`src/rtl/tweakey_stream_hash.sv`:
```
// tweakey_stream_hash
//   Multi-cycle Toeplitz hash that derives the 128-bit Blink-64 tweakey from a
//   128-bit tweak and two 191-bit hash keys. It absorbs CHUNK tweak bits per
//   cycle, so a job takes 128/CHUNK RUN cycles. Its result is bit-identical to
//   the combinational tweakey generator:
//     H(t, K)[k] = XOR_{j=0..127} (t[j] & K[j+63-k]),  k = 0..63
//
// Ports
//   clk        in    1  rising-edge clock
//   rst        in    1  asynchronous active-high reset
//   in_valid   in    1  tweak/key presented
//   in_ready   out   1  engine idle and able to accept
//   tweak      in  128  tweak, sampled on accept
//   key        in  382  key[190:0] = K0, key[381:191] = K1, sampled on accept
//   out_valid  out   1  result available (held until consumed)
//   out_ready  in    1  consumer takes the result
//   tweakey    out 128  {H(tweak,K1), H(tweak,K0)}, registered
//
// Build option
//   TWEAKEY_CLEAR_EN : when defined, tweak/key/accumulators and tweakey are
//                      zeroed as the result is consumed, so key material does
//                      not linger. When undefined, they keep their values
//                      until the next job.

module tweakey_stream_hash #(
  parameter int CHUNK = 8
) (
  input  logic         clk,
  input  logic         rst,
  input  logic         in_valid,
  output logic         in_ready,
  input  logic [127:0] tweak,
  input  logic [381:0] key,
  output logic         out_valid,
  input  logic         out_ready,
  output logic [127:0] tweakey
);

  localparam int N  = 128 / CHUNK;
  localparam int CW = (N > 1) ? $clog2(N) : 1;

  localparam logic [1:0] S_IDLE = 2'd0;
  localparam logic [1:0] S_RUN  = 2'd1;
  localparam logic [1:0] S_DONE = 2'd2;

  localparam logic [CW-1:0] LAST = CW'(N - 1);

  logic [1:0]    state_q, state_d;
  logic [CW-1:0] cnt_q,   cnt_d;
  logic [127:0]  tw_q,    tw_d;
  logic [190:0]  k0_q,    k0_d;
  logic [190:0]  k1_q,    k1_d;
  logic [63:0]   acc0_q,  acc0_d;
  logic [63:0]   acc1_q,  acc1_d;
  logic [127:0]  tk_q,    tk_d;

  // Contribution of one chunk. The tweak and key registers are shifted right
  // every cycle, so bit i of the chunk always sees its window at kk[i+63:i],
  // applied bit-reversed: W_i[k] = kk[i+63-k].
  function automatic logic [63:0] absorb(input logic [CHUNK-1:0]  tw,
                                         input logic [CHUNK+62:0] kk);
    logic [63:0] r;
    r = '0;
    for (int i = 0; i < CHUNK; i++) begin
      if (tw[i]) begin
        for (int k = 0; k < 64; k++) begin
          r[k] = r[k] ^ kk[i + 63 - k];
        end
      end
    end
    return r;
  endfunction

  always_comb begin
    state_d = state_q;
    cnt_d   = cnt_q;
    tw_d    = tw_q;
    k0_d    = k0_q;
    k1_d    = k1_q;
    acc0_d  = acc0_q;
    acc1_d  = acc1_q;
    tk_d    = tk_q;
    case (state_q)
      S_IDLE: begin
        if (in_valid) begin
          tw_d    = tweak;
          k0_d    = key[190:0];
          k1_d    = key[381:191];
          acc0_d  = '0;
          acc1_d  = '0;
          cnt_d   = '0;
          state_d = S_RUN;
        end
      end
      S_RUN: begin
        acc0_d = acc0_q ^ absorb(tw_q[CHUNK-1:0], k0_q[CHUNK+62:0]);
        acc1_d = acc1_q ^ absorb(tw_q[CHUNK-1:0], k1_q[CHUNK+62:0]);
        tw_d   = tw_q >> CHUNK;
        k0_d   = k0_q >> CHUNK;
        k1_d   = k1_q >> CHUNK;
        cnt_d  = cnt_q + CW'(1);
        if (cnt_q == LAST) begin
          // Output register loads only here, on entry into DONE.
          tk_d    = {acc1_d, acc0_d};
          state_d = S_DONE;
        end
      end
      S_DONE: begin
        if (out_ready) begin
          state_d = S_IDLE;
`ifdef TWEAKEY_CLEAR_EN
          tw_d   = '0;
          k0_d   = '0;
          k1_d   = '0;
          acc0_d = '0;
          acc1_d = '0;
          tk_d   = '0;
`endif
        end
      end
      default: state_d = S_IDLE;
    endcase
  end

  always_ff @(posedge clk or posedge rst) begin
    if (rst) begin
      state_q <= S_IDLE;
      cnt_q   <= '0;
      tw_q    <= '0;
      k0_q    <= '0;
      k1_q    <= '0;
      acc0_q  <= '0;
      acc1_q  <= '0;
      tk_q    <= '0;
    end else begin
      state_q <= state_d;
      cnt_q   <= cnt_d;
      tw_q    <= tw_d;
      k0_q    <= k0_d;
      k1_q    <= k1_d;
      acc0_q  <= acc0_d;
      acc1_q  <= acc1_d;
      tk_q    <= tk_d;
    end
  end

  // Handshake outputs decode the state register only.
  assign in_ready  = (state_q == S_IDLE);
  assign out_valid = (state_q == S_DONE);
  assign tweakey   = tk_q;

endmodule

```
`config.mk`:
```
export PLATFORM = sky130hd
export DESIGN_NAME = tweakey_stream_hash
export DESIGN_NICKNAME = d
export VERILOG_FILES = /design/src/rtl/tweakey_stream_hash.sv
export SDC_FILE = /design/constraint.sdc
export NUM_CORES = 2
export LEC_CHECK = 0
export BUFFER_PORTS_ARGS = -buffer_cell sky130_fd_sc_hd__buf_2
export CORE_ASPECT_RATIO = 1.5
export CORE_UTILIZATION = 53
export CTS_CLUSTER_SIZE = 25
export DETAILED_ROUTE_END_ITERATION = 6
export PLACE_DENSITY = 0.77
export SLEW_MARGIN = 10
export SYNTH_ARGS = -nofsm -noshare
export SYNTH_HDL_FRONTEND = slang
export SYNTH_SLANG_ARGS = --single-unit
```
`constraint.sdc`:
```
create_clock -name clk -period 28.6 [get_ports clk]
set_input_delay 5.72 -clock clk [delete_from_list [all_inputs] [get_ports clk]]
set_output_delay 5.72 -clock clk [all_outputs]
set_load 0.05 [all_outputs]
```
==> impl_metrics.toml <==
[run_status]
status = "finished clean"

[critical_path]
critPathMaxFanout = 238
arrival_ns = 9.86
crit_path_end_kind = "flop"
start_kind = "primary input"
cp_data_required_time_ns = 29.21
crit_type = "in2reg"

[power]
ir_worst_vdd_mv = 0.1289
power_density_nw_per_um2 = 166.5
total_power_mw = 8.733
p_comb_frac = 0.596
leakage_nw = 25.07
netSwitchingFraction = 0.4628
internal_power_mw = 4.692
p_clk_frac = 0.129
pwr-share-seq = 0.274
p_switching_mw = 4.042

[global_routing]
grt_pass1_vias = 39376
grt_max_degree = 239
grt_usage = 0.3050
overflow = 0
grt_pass1_wl_um = 216600
antenna_found_initial = 56

[yosys]
netlist_instances = 5721
synth_flop_cell = "dfrtp_1"
synth.distinct_cells = 27
synth_area_leader_cell = "dfrtp_1"
syn_nets = 6236
syn_area_um2 = 46740
synthTopCellsByArea = "dfrtp_1 41%, nand2_1 17%, xnor2_1 14%, xnor3_1 6.2%, a31oi_1 4.9%"
yosysTopAreaCellShare = 0.4133
avgSynthCellArea_um2 = 8.170
ys_warn_count = 0
yosys-top-cells-count = "2135 x nand2_1, 772 x dfrtp_1, 767 x xnor2_1"
yosysSeqAreaShare = 0.4133
yosysMostFrequentCell = "nand2_1"
async_flop_share = 1.000
ys_ff_latch = 772
synth_enable_flop_cells = 0

[final_layout]
multiInputGateArea_um2 = 25180
fin_area_um2 = 52470
final_cells = 7200
drive_gt1_frac = 0.1377
nets = 6475
regArea_um2 = 19360
nFillCells = 7605
area.growth.synth_to_final_pct = 12.25
final_util = 0.5994

[timing]
slew_viol_final = 0
setup_slack_ns = 19.35
period_share = 0.3234
finClkSkew_ns = 0.03980
setup_viol = 0
max_freq_ghz = 0.1081
tightest_slew_ns = 1.183
finalHoldViolations = 0
grt_setup_unrepaired = "false"
period_needed_ns = 9.250
finalSetupTns_ns = 0
hold_slack_ns = 0.4726
max_slew_margin = 0.2116

[clock_network]
clk_pin_slew_ns = 0.06
clock-root-buffer = "clkbuf_16"
cts_hold_buf = 0
cts_resized = 0
clockBufferDepth = 3
htreeDepth = 3
clock_latency_ns = 0.70
cts_tree = "done"
cts.sinks = 772
cts_setup_buffers = 0
cts_buffers = 80

[detailed_routing]
routed_wl_um = 137100
antenna_left = 0
num_vias = 40583
routedWlPerCell_um = 19.04
vias_per_cell = 5.637
detail_route.iter0.violations = 3489
firstDrtPassIters = 6
drc = 0

[floorplanning]
coreArea_um2 = 87530
placementRows = 133
pin_count = 644
die_height_um = 365.7
die_w_um = 244.5
die_area_um2 = 89400
start_util = 0.5340

[flow_run]
maxCapViolCount = 0

[placement]
io_buffers = 643
dp.cells = 7025
dp.final_hpwl_um = 88350
gp_congestion = 0.8921
post_dp_cell_area_um2 = 49560
dp_slack_ns = 18.75

[worst_hold_path]
hold_path.class = "reg2reg"
-- registers in the layout, summed over array words and instances (netlist names) --
register	count
acc1_q	64
k1_q	191
acc0_q	64
cnt_q	4
state_q	2
tweakey	128
k0_q	191
tw_q	128
-- path summary, 6_finish.rpt --
check | slack [ns] | depth (start not counted) | endpoint | from
worst max-delay path | 19.35 | 9 | k1_q[87] | in_valid
worst min-delay path | 0.47 | 2 | tweakey[116] | tweakey[116]
worst max register to register | 23.74 | 8 | k1_q[87] | state_q[0]
worst min register to register | 0.47 | 2 | tweakey[116] | tweakey[116]
max in group asynchronous | 20.28 | 5 | tw_q[2] | rst
min in group asynchronous | 5.23 | 2 | tweakey[121] | rst
-- power by group through the flow --
stage                     sequential (mW)  clock [mW]  combinational (mW)
after global routing                 2.47        1.19                5.68
after detailed placement             2.39           0                5.19
final                                2.40        1.13                5.21
after floorplan                      2.22           0                4.28
after CTS                            2.38        1.14                5.22
after global placement               2.38           0                5.01
-- logic make-up after synthesis --
group,Yosys count,share of synthesized area
simple gates,2633,0.2246
xor+xnor,896,0.2056
compound gates,891,0.1073
flops,772,0.4133
buf+inv,527,0.04867
mux,1,0.0002409
fa+ha+maj,1,0.0002677
-- cells in the final DEF, fill, tap and decap left out, drive strengths merged --
cell type,synthesis,routed
nand2,2135,2135
dfrtp,772,772
xnor2,767,767
buf,266,682
o21ai,379,379
nor2,371,371
a31oi,367,367
xnor3,128,128
and3b,119,119
a21oi,119,119
clkbuf,259,112
diode,0,26
a22o,26,26
clkinv,0,20
bufinv,0,9
clkinvlp,0,5
inv,2,5
nand2b,2,2
or2,1,1
and2,1,1
nor2b,1,1
xor2,1,1
and3,1,1
nand4,1,1
nand3,1,1
mux2,1,1
ha,1,1
-- area by class of cell --
type / instances / share of cell area
antenna: 26 / 0.001240
multi-input combinational: 4422 / 0.4799
clock inverter: 37 / 0.01107
inverter: 2 / 0.0002862
tap: 1147 / 0.02735
clock buffer: 112 / 0.04312
sequential: 772 / 0.3689
timing repair buffer: 682 / 0.06811
-- per-layer routing --
metal / vias up / wire, µm / global-route usage / share of wire
met5: - / 333 / 0 / 0.0024
met4: 52 / 6618 / 0.1599 / 0.048
met3: 368 / 12010 / 0.06674 / 0.088
met2: 1771 / 65830 / 0.4963 / 0.48
met1: 19506 / 52330 / 0.3788 / 0.38
li1: 18886 / - / - / -
-- worst max-delay path, cell delays in order --
cell	delay, ns
buf_2	0.10
nor2_1	0.10
nor2_4	0.13
buf_4	0.69
buf_12	0.62
buf_4	0.89
buf_4	0.96
nor2_1	0.09
a31oi_1	0.19
Power figures use the tool's default switching activity.
